### src/rtl/uart_tx_arbiter.sv
// rtl/uart_tx_arbiter.sv - packet-level round-robin arbiter sharing one UART transmitter
// Two byte-stream requesters; a granted packet owns the UART until its last byte's gap completes.
`timescale 1ns/1ps
module uart_tx_arbiter #(
   parameter int INTER_BYTE_DELAY = 1000,
   parameter int BUSY_WAIT        = 16
) (
   input  logic       clk_i,
   input  logic       reset_ni,
   input  logic [1:0] req_valid_i,
   input  logic [7:0] req_data0_i,
   input  logic       req_last0_i,
   input  logic [7:0] req_data1_i,
   input  logic       req_last1_i,
   output logic [1:0] req_ready_o,
   input  logic       tx_busy_i,
   output logic       tx_start_o,
   output logic [7:0] tx_data_o,
   output logic [1:0] grant_o,
   output logic       pkt_done_o,
   output logic       timeout_err_o
);

   localparam int GAP_CYCLES = (INTER_BYTE_DELAY < 1) ? 1 : INTER_BYTE_DELAY;
   localparam int BUSY_LIMIT = (BUSY_WAIT < 1) ? 1 : BUSY_WAIT;
   localparam int GAP_W      = $clog2(GAP_CYCLES + 1);
   localparam int BUSY_W     = $clog2(BUSY_LIMIT + 1);

   typedef enum logic [2:0] {
      S_IDLE,
      S_LOAD,
      S_START,
      S_WAIT_BUSY,
      S_WAIT_DONE,
      S_GAP
   } state_t;

   state_t            state_q, state_d;
   logic [1:0]        grant_q, grant_d;
   logic              last_grant_q, last_grant_d;
   logic [7:0]        tx_data_q, tx_data_d;
   logic              last_q, last_d;
   logic [BUSY_W-1:0] busy_cnt_q, busy_cnt_d;
   logic [GAP_W-1:0]  gap_cnt_q, gap_cnt_d;

   logic              sel_valid;
   logic [7:0]        sel_data;
   logic              sel_last;

   // grant_q is one-hot while a packet is active, so bit 1 alone selects the owner
   assign sel_valid = grant_q[1] ? req_valid_i[1] : req_valid_i[0];
   assign sel_data  = grant_q[1] ? req_data1_i    : req_data0_i;
   assign sel_last  = grant_q[1] ? req_last1_i    : req_last0_i;

   always_ff @(posedge clk_i or negedge reset_ni) begin
      if (!reset_ni) begin
         state_q      <= S_IDLE;
         grant_q      <= 2'b00;
         last_grant_q <= 1'b1;
         tx_data_q    <= 8'h00;
         last_q       <= 1'b0;
         busy_cnt_q   <= '0;
         gap_cnt_q    <= '0;
      end else begin
         state_q      <= state_d;
         grant_q      <= grant_d;
         last_grant_q <= last_grant_d;
         tx_data_q    <= tx_data_d;
         last_q       <= last_d;
         busy_cnt_q   <= busy_cnt_d;
         gap_cnt_q    <= gap_cnt_d;
      end
   end

   always_comb begin
      state_d       = state_q;
      grant_d       = grant_q;
      last_grant_d  = last_grant_q;
      tx_data_d     = tx_data_q;
      last_d        = last_q;
      busy_cnt_d    = busy_cnt_q;
      gap_cnt_d     = gap_cnt_q;
      req_ready_o   = 2'b00;
      tx_start_o    = 1'b0;
      pkt_done_o    = 1'b0;
      timeout_err_o = 1'b0;

      unique case (state_q)
         S_IDLE: begin
            if (req_valid_i != 2'b00) begin
               // on a tie the requester that did not own the last packet wins
               if (req_valid_i == 2'b11) grant_d = last_grant_q ? 2'b01 : 2'b10;
               else                      grant_d = req_valid_i;
               state_d = S_LOAD;
            end
         end
         S_LOAD: begin
            if (sel_valid) begin
               req_ready_o = grant_q;
               tx_data_d   = sel_data;
               last_d      = sel_last;
               state_d     = S_START;
            end
         end
         S_START: begin
            if (!tx_busy_i) begin
               tx_start_o = 1'b1;
               busy_cnt_d = '0;
               state_d    = S_WAIT_BUSY;
            end
         end
         S_WAIT_BUSY: begin
            if (tx_busy_i) begin
               state_d = S_WAIT_DONE;
            end else if (busy_cnt_q == BUSY_W'(BUSY_LIMIT - 1)) begin
               // the UART never acknowledged; treat the byte as sent and move on
               timeout_err_o = 1'b1;
               gap_cnt_d     = '0;
               state_d       = S_GAP;
            end else begin
               busy_cnt_d = busy_cnt_q + BUSY_W'(1);
            end
         end
         S_WAIT_DONE: begin
            if (!tx_busy_i) begin
               gap_cnt_d = '0;
               state_d   = S_GAP;
            end
         end
         S_GAP: begin
            if (gap_cnt_q == GAP_W'(GAP_CYCLES - 1)) begin
               if (last_q) begin
                  pkt_done_o   = 1'b1;
                  last_grant_d = grant_q[1];
                  grant_d      = 2'b00;
                  state_d      = S_IDLE;
               end else begin
                  state_d = S_LOAD;
               end
            end else begin
               gap_cnt_d = gap_cnt_q + GAP_W'(1);
            end
         end
         default: begin
            state_d = S_IDLE;
         end
      endcase
   end

   assign tx_data_o = tx_data_q;
   assign grant_o   = grant_q;

endmodule

### config.mk
export PLATFORM = sky130hd
export DESIGN_NAME = uart_tx_arbiter
export DESIGN_NICKNAME = d
export VERILOG_FILES = /design/src/rtl/uart_tx_arbiter.sv
export SDC_FILE = /design/constraint.sdc
export NUM_CORES = 1
export LEC_CHECK = 0
export ABC_AREA = 0
export BUFFER_PORTS_ARGS = -buffer_cell sky130_fd_sc_hd__buf_2
export CAP_MARGIN = 10
export CORE_UTILIZATION = 30
export CTS_BUF_LIST = sky130_fd_sc_hd__clkbuf_4
export DETAILED_ROUTE_END_ITERATION = 16
export SYNTH_ARGS = -nofsm -noshare
export SYNTH_HDL_FRONTEND = slang
export SYNTH_SLANG_ARGS = --single-unit
### constraint.sdc
create_clock -name clk_i -period 2.7 [get_ports clk_i]
set_input_delay 0.135 -clock clk_i [delete_from_list [all_inputs] [get_ports clk_i]]
set_output_delay 0.135 -clock clk_i [all_outputs]
set_load 0.005 [all_outputs]
Word level (Yosys, flattened, before mapping)
Index checks and enable logic that the tools add are counted.

word-level totals
  bits of input ports = 23
  word-level logic and storage cells = 76
  output and inout port bits = 15
  register bits = 30

cells by class
  equal/unequal tests = 19
  $add $sub $neg = 2
  mux-type cells = 37
  reductions and logical operators = 11

operator list
  operator                                              count
  two-way mux 10 bit                                    4
  one-hot mux 10 bit (3 select lines)                   1
  two-way mux 3 bit                                     7
  != test 2 bit (second input constant)                 10
  one-hot mux 3 bit (6 select lines)                    1
  two-way mux 5 bit                                     3
  two-way mux 2 bit                                     7
  two-way mux 1 bit                                     11
  adder 10 x 1 -> 10 bit (second input constant)        1
  equality test 10 bit (second input constant)          1
  one-hot mux 5 bit (2 select lines)                    1
  two-way mux 8 bit                                     1
  AND reduction 4 bit                                   2
  equality test 3 x 2 -> 1 bit (second input constant)  2
  equality test 3 bit (second input constant)           2
  AND reduction 6 bit                                   1
  nonzero test 2 bit                                    3
  adder 5 x 1 -> 5 bit (second input constant)          1
  equality test 5 x 4 -> 1 bit (second input constant)  1
  AND reduction 5 bit                                   1
  one-hot mux 2 bit (2 select lines)                    1
  equality test 3 x 1 -> 1 bit (second input constant)  1
  zero test 3 bit                                       1
  != test 3 bit (second input constant)                 1
  other kinds (4)                                       4

Logic depth before layout (Yosys ltp)
Gate-level depths: netlist (run 1).

  depth in word-level cells = 4
  gate-level depth with buffers = 8
  gate-level depth less buffers = 7

Worst setup path after synthesis (run 1)
OpenSTA, ideal clock, no wires.

  path kind = register -> register
  start = register busy_cnt_q[0]
  end = register state_q[0]
  cell stages (with the launch flop) = 8
  library setup time = 0.125 ns
  slack = 0.744 ns
  arrival time = 1.830 ns
  clock period less this slack = 1.956 ns
  path through = dfrtp_1 -> ha_1 -> and3_1 -> ha_1 -> or3b_1 -> a21oi_1 -> o22ai_1 -> mux2_4

on the way
  word-level cells in the longest chain between the ends = 3

RTL lines
  element                               line  source
  start: declaration                    43    logic [BUSY_W-1:0] busy_cnt_q, busy_cnt_d;
  start signal: assignment              70    busy_cnt_q <= busy_cnt_d;
  equality test 5 x 4 -> 1 bit          115   end else if (busy_cnt_q == BUSY_W'(BUSY_LIMIT - 1)) begin
  != test 3 bit (no source line)        -
  AND reduction 6 bit (no source line)  -
  end signal: assignment                65    state_q <= state_d;
  end: declaration                      38    state_t state_q, state_d;

Every way passes these cells.
A chain may end at the register's enable or synchronous reset.

Worst setup path in the final report (run 1)
  start = register state_q[0]
  end = output req_ready_o[0]

on the way
  word-level cells in the longest chain between the ends = 2

RTL lines
  element                       line  source
  equality test 3 x 1 -> 1 bit  88    unique case (state_q)
  two-way mux 2 bit             88
  end: declaration              15    output logic [1:0] req_ready_o,

Every way passes these cells.

==> results by group, run 1 <==
Routing
  • Final WL: 3630 um
  • Iter 0 DRT Violations: 69
  • Final ANT Viol Nets: 0
  • Post-route DRC violation count: 0
  • Vias: 1,471
  • Vias/cell: 4.97
  • DR pass1 iterations: 4
  • Routed WL per cell: 12.3 um

Synth
  • Most common cell in the synthesized netlist: dfrtp_1
  • Synth area leaders: dfrtp_1 (41%), mux2i_1 (5.1%), a21oi_1 (4.8%)
  • Mean Syn Cell Area: 9.54 um^2
  • Ys async rst share: 1.00
  • Top cell type's share of synthesized area: 0.409
  • Syn Nets: 212
  • Post-synthesis register bit count: 30
  • Seq/Total Area, Yosys: 0.424
  • Yosys warns: 0
  • Synth area leader: dfrtp_1
  • Primary FF master, synth: dfrtp_1
  • Netlist Area Pre-Place: 1770 um^2
  • Syn Inst Count: 186
  • Most instantiated cells after synthesis: dfrtp_1 (29), nor2_1 (19), a21oi_1 (17)
  • Synth cell types: 49
  • Number of enable flip-flop cells after synthesis: 0

Die
  • Initial Util: 0.316
  • Die W: 78.9 um
  • Die area: 6230 um^2
  • I/O pins: 38
  • # rows: 27
  • Core area: 5610 um^2
  • Die H: 78.9 um

Power and ir drop
  • Worst vdd ir: 0.000428 V
  • Power Density: 898 nW/um^2
  • P_leak: 0.969 nW

GRT
  • Global Route Usage Sum: 0.136
  • First-pass GRT wire length: 6620 um
  • Antenna violations before repair: 0
  • Gr ovfl total: 0
  • Vias in the first global route: 1,465
  • Largest net degree at the start of global routing: 31

Finish
  • Fraction of layout cells with a size suffix above 1: 0.268
  • Final core utilization: 0.370
  • Area of the multi-input gates: 933 um^2
  • Synth-to-layout area growth: 17.1%
  • Final Cell Area: 2080 um^2
  • Fillcell total: 608
  • Diode count: 0
  • Final #Nets: 249
  • Reg area: 752 um^2

Clocking
  • CTS resizes: 0
  • Htree depth: 2
  • CTS Buf Count: 5
  • Post-CTS setup buffer count: 0
  • CTS sink cnt: 30
  • Clock tree buffer depth: 2
  • Clock Latency Late Sink: 0.33 ns
  • CTS tree: done
  • Clk Tree Root Cell: clkbuf_4
  • Hold_buf cts: 1
  • Reg clk slew, reported paths: 0.09 ns

Timing
  • Fin. Hold Viols: 0
  • Rel. slew slack: 0.551
  • Fmax: 428 MHz
  • Fin crit period: 2.33 ns
  • Slew Limit Fails: 0
  • Count of final setup violators: 0
  • Clk_skew: 0.00857 ns
  • Least-Margin Pin Slew: 0.674 ns
  • TNS Setup: 0 ns
  • Period Utilization, post-route: 0.865
  • Unrepaired setup endpoints after global routing: no

Placed design
  • GP Congestion: 0.785
  • Post-DP HPWL: 2620 um
  • I/O Buffers: 37
  • DP Area: 2010 um^2

Setup path
  • Worst setup EP type: primary output
  • Slowest cell delay on critical path: 0.75 ns
  • Worst EP required: 2.57 ns
  • Worst setup path class: flip-flop to primary output
  • CP Launch Type: flip-flop
  • CP cell instances: or3b_1, a21oi_1, and2_1, buf_2
  • CP arrival: 2.20 ns
  • CP Max Fanout: 21
  • CP max stage cell: dfrtp_1

Flow run
  • Max-capacitance violation count: 0

Hold path
  • Hold Path Class: primary input to flip-flop

Status
  • Status: finished, final reports clean
## area by class of cell
type                       count  share of cell area
multi-input combinational    138               0.449
sequential                    30               0.362
timing repair buffer          42               0.108
tap                           72              0.0434
clock buffer                   6              0.0217
inverter                       6              0.0108
clock inverter                 2             0.00422
## power breakdown
part	internal, mW	switching [mW]	total (mW)
combinational	0.392	0.356	0.748
sequential	0.629	0.229	0.858
clock	0.108	0.152	0.259
total	1.13	0.736	1.86
## layout by cell type (no fill, tap or decap), drive strengths merged, types with 4 or more instances in the layout
cell type and instances:
a21oi 17, a22o 4, and2 4, and3 4, buf 41, clkbuf 6
dfrtp 29, inv 6, mux2i 9, nand2 14, nand2b 6, nor2 19
o21ai 11, o31ai 9
## worst max-delay path, delay by kind of cell, from the launching register on
kind            cells  cell delay (ns)
compound gates      1             0.40
flops               1             0.75
buf+inv             1             0.11
simple gates        2             0.61
## logic make-up (layout without fill, tap and decap cells)
group	count (synthesis)	after routing	synth area share
mux	11	11	0.0656
buf+inv	18	56	0.0501
simple gates	67	67	0.221
flops	30	30	0.424
fa+ha+maj	3	3	0.0212
compound gates	57	57	0.218
## registers in the layout, summed over array words and instances, names as in the netlist
signal        flops
grant_o           2
last_grant_q      1
tx_data_o         8
state_q           3
busy_cnt_q        5
last_q            1
gap_cnt_q        10
## metal layers
metal | share of wire | vias to the layer above | global-route usage
li1 | - | 753 | -
met2 | 0.45 | 29 | 0.210
met1 | 0.50 | 683 | 0.179
met4 | 0.015 | 0 | 0.0636
met5 | 0 | - | 0
met3 | 0.033 | 6 | 0.0345
## final timing paths
kind / slack, ns / endpoint / cells after the start / startpoint
worst max register to register: 0.50 / state_q[0]$_DFFE_PN0P_ / 7 / busy_cnt_q[0]$_DFFE_PN0P_
max in group asynchronous: 1.90 / tx_data_o[3]$_DFFE_PN0P_ / 2 / reset_ni
worst min-delay path: 0.09 / tx_data_o[1]$_DFFE_PN0P_ / 3 / req_data0_i[1]
worst max-delay path: 0.37 / req_ready_o[0] / 4 / state_q[0]$_DFFE_PN0P_
worst min register to register: 0.49 / busy_cnt_q[3]$_DFFE_PN0P_ / 1 / busy_cnt_q[3]$_DFFE_PN0P_
min in group asynchronous: 0.37 / gap_cnt_q[9]$_DFFE_PN0P_ / 2 / reset_ni
## stage by stage
stage	instances	hold WS, ns	total power, mW	setup slack, ns
after floorplan	186	-0.161	1.41	0.744
after global placement	287	0.226	1.60	0.546
after detailed placement	287	0.214	1.62	0.525
after CTS	296	0.0801	1.89	0.319
after global routing	296	0.0931	2.06	0.111
final	296	0.0933	1.86	0.366
No activity file was read; power rests on OpenSTA's default activity.
==> inputs of run 2 (changes only) <==
--- a/config.mk
+++ b/config.mk
@@ -8,9 +8,10 @@
 export ABC_AREA = 0
 export BUFFER_PORTS_ARGS = -buffer_cell sky130_fd_sc_hd__buf_2
 export CAP_MARGIN = 10
-export CORE_UTILIZATION = 30
+export CORE_UTILIZATION = 56
 export CTS_BUF_LIST = sky130_fd_sc_hd__clkbuf_4
 export DETAILED_ROUTE_END_ITERATION = 16
+export PLACE_DENSITY = 0.82
 export SYNTH_ARGS = -nofsm -noshare
 export SYNTH_HDL_FRONTEND = slang
 export SYNTH_SLANG_ARGS = --single-unit
==> run 2 against run 1 <==
Sequential power rose by 3.3%. Final area fell by 2.8%. Global-route usage rose by 9.7 points. Core utilization rose by 30 points. Clock power barely moved.
==> results by group, run 2 (same netlist as run 1, synthesis figures left out) <==
Status
  • Status: finished, final reports clean

Clocking
  • CTS Buf Count: 5
  • Clock Latency Late Sink: 0.32 ns
  • Reg clk slew, reported paths: 0.10 ns
  • Clk Tree Root Cell: clkbuf_4
  • Htree depth: 2
  • CTS sink cnt: 30
  • CTS resizes: 0
  • CTS tree: done
  • Clock tree buffer depth: 2
  • Post-CTS setup buffer count: 0

Finish
  • Final Cell Area: 2020 um^2
  • Fraction of layout cells with a size suffix above 1: 0.258
  • Most frequent cells in the layout: buf_2 (37), dfrtp_1 (29), nor2_1 (19)
  • Final cell count without fillers: 265
  • Final #Nets: 246
  • Diode count: 0
  • Largest Register: gap_cnt_q
  • Most common cell after layout, fill and taps aside: buf_2
  • Final core utilization: 0.667
  • Max FFs per register: 10
  • Synth-to-layout area growth: 13.8%

Setup path
  • CP Max Fanout: 21
  • Worst setup path class: flip-flop to primary output
  • Worst EP required: 2.57 ns
  • CP max stage cell: dfrtp_1
  • Reg2reg path depth: 7
  • Cell family with most CP delay: simple AND/OR/NAND/NOR gates
  • CP Launch Type: flip-flop
  • CP arrival: 2.19 ns
  • WP buf/inv: 1
  • Reg2reg end: state_q[0]$_DFFE_PN0P_
  • Worst R2R Start: busy_cnt_q[0]$_DFFE_PN0P_
  • FF-to-FF setup slack: 0.47 ns
  • Slowest cell delay on critical path: 0.76 ns
  • CP cell instances: nand3b_4, nor4_4, and2_2, buf_2
  • Worst setup EP type: primary output

GRT
  • Largest net degree at the start of global routing: 31
  • First-pass GRT wire length: 6100 um
  • Vias in the first global route: 1,487
  • Gr ovfl total: 0
  • Antenna violations before repair: 0
  • Global Route Usage Sum: 0.233

Die
  • # rows: 20
  • Die H: 58.3 um
  • I/O pins: 38
  • Die W: 58.3 um
  • Die area: 3400 um^2
  • Initial Util: 0.586
  • Core area: 3030 um^2

Power and ir drop
  • P_leak: 0.954 nW
  • Switching Share: 0.402
  • Part of the power in registers: 0.475
  • Switching pwr: 0.750 mW
  • Pint: 1.11 mW
  • Clock power frac: 0.140
  • Power Density: 923 nW/um^2
  • Worst vdd ir: 0.000565 V
  • Gate power share: 0.385

Timing
  • Fin crit period: 2.33 ns
  • Fin. Hold Viols: 0
  • Least-Margin Pin Slew: 0.658 ns
  • Rel. slew slack: 0.562
  • Period Utilization, post-route: 0.861
  • Count of final setup violators: 0
  • Fmax: 430 MHz
  • Slew Limit Fails: 0
  • Unrepaired setup endpoints after global routing: no
  • Clk_skew: 0.00465 ns
  • TNS Setup: 0 ns

Routing
  • Final WL: 3570 um
  • Iter 0 DRT Violations: 71
  • Post-route DRC violation count: 0
  • Vias/cell: 5.77
  • Final ANT Viol Nets: 0
  • Routed WL per cell: 13.5 um
  • DR pass1 iterations: 4
  • Vias: 1,530

Hold path
  • Hold Path Class: primary input to flip-flop
  • Hold Crit Start: req_data1_i[0]
  • Hold Path Sink: tx_data_o[0]$_DFFE_PN0P_
  • WHS Path Cells: 3

Placed design
  • GP Congestion: 0.820
  • I/O Buffers: 37
  • Post-DP HPWL: 2540 um
  • DP Area: 1960 um^2
  • Cell count after placement: 256

Flow run
  • Max-capacitance violation count: 0
[run 2: final cells by class]
class / instances / area (um^2)
clock buffers: 6 / 45.0
repair buffers: 39 / 203
fillers: 227 / 1010
multi-input cells: 138 / 933
flip-flops and latches: 30 / 752
inverters: 6 / 22.5
well taps: 44 / 55.1
clock inverters: 2 / 8.76
[run 2: power groups by stage]
| stage | combinational (mW) | sequential (mW) | clock [mW] |
|---|---|---|---|
| finish | 0.718 | 0.886 | 0.260 |
| global placement | 0.680 | 0.871 | 0 |
| global route | 0.811 | 0.918 | 0.286 |
| detailed placement | 0.716 | 0.886 | 0 |
| floorplan | 0.634 | 0.771 | 0 |
| CTS | 0.722 | 0.880 | 0.264 |
[run 2: repair_timing]
item                       in CTS  in global routing
setup endpoints to repair       0                  0
hold buffers                    1                  0
hold endpoints to repair       29                  0
[run 2: worst max path at each step]
stage | from | to | slack, ns | cells after the start
2_1_floorplan | busy_cnt_q[0]$_DFFE_PN0P_ | state_q[0]$_DFFE_PN0P_ | 0.74 | 7
3_3_place_gp | busy_cnt_q[0]$_DFFE_PN0P_ | state_q[0]$_DFFE_PN0P_ | 0.57 | 7
3_5_place_dp | busy_cnt_q[0]$_DFFE_PN0P_ | state_q[0]$_DFFE_PN0P_ | 0.49 | 7
4_1_cts | state_q[0]$_DFFE_PN0P_ | pkt_done_o | 0.37 | 4
5_1_grt | state_q[0]$_DFFE_PN0P_ | pkt_done_o | 0.21 | 4
6_report | state_q[0]$_DFFE_PN0P_ | pkt_done_o | 0.37 | 4
[run 2: through the flow]
stage / setup slack (ns) / power (mW) / hold WS [ns]
after global placement: 0.571 / 1.55 / 0.196
final: 0.375 / 1.86 / 0.114
after floorplan: 0.744 / 1.41 / -0.161
after CTS: 0.374 / 1.87 / 0.108
after global routing: 0.206 / 2.02 / 0.114
after detailed placement: 0.490 / 1.60 / 0.206
[run 2: layer usage]
layer  global-route usage  share of wire  vias to the layer above
met5                    0              0                        -
li1                     -              -                      745
met1                0.277           0.44                      718
met2                0.394           0.49                       61
met4                0.105          0.012                        0
met3               0.0647          0.055                        6
[run 2: tightest hold or removal path, delay by kind of cell]
family,cells,cell delay [ns]
AO/OA/AOI/OAI,1,0.13
buffers and inverters,1,0.07
multiplexers,1,0.05
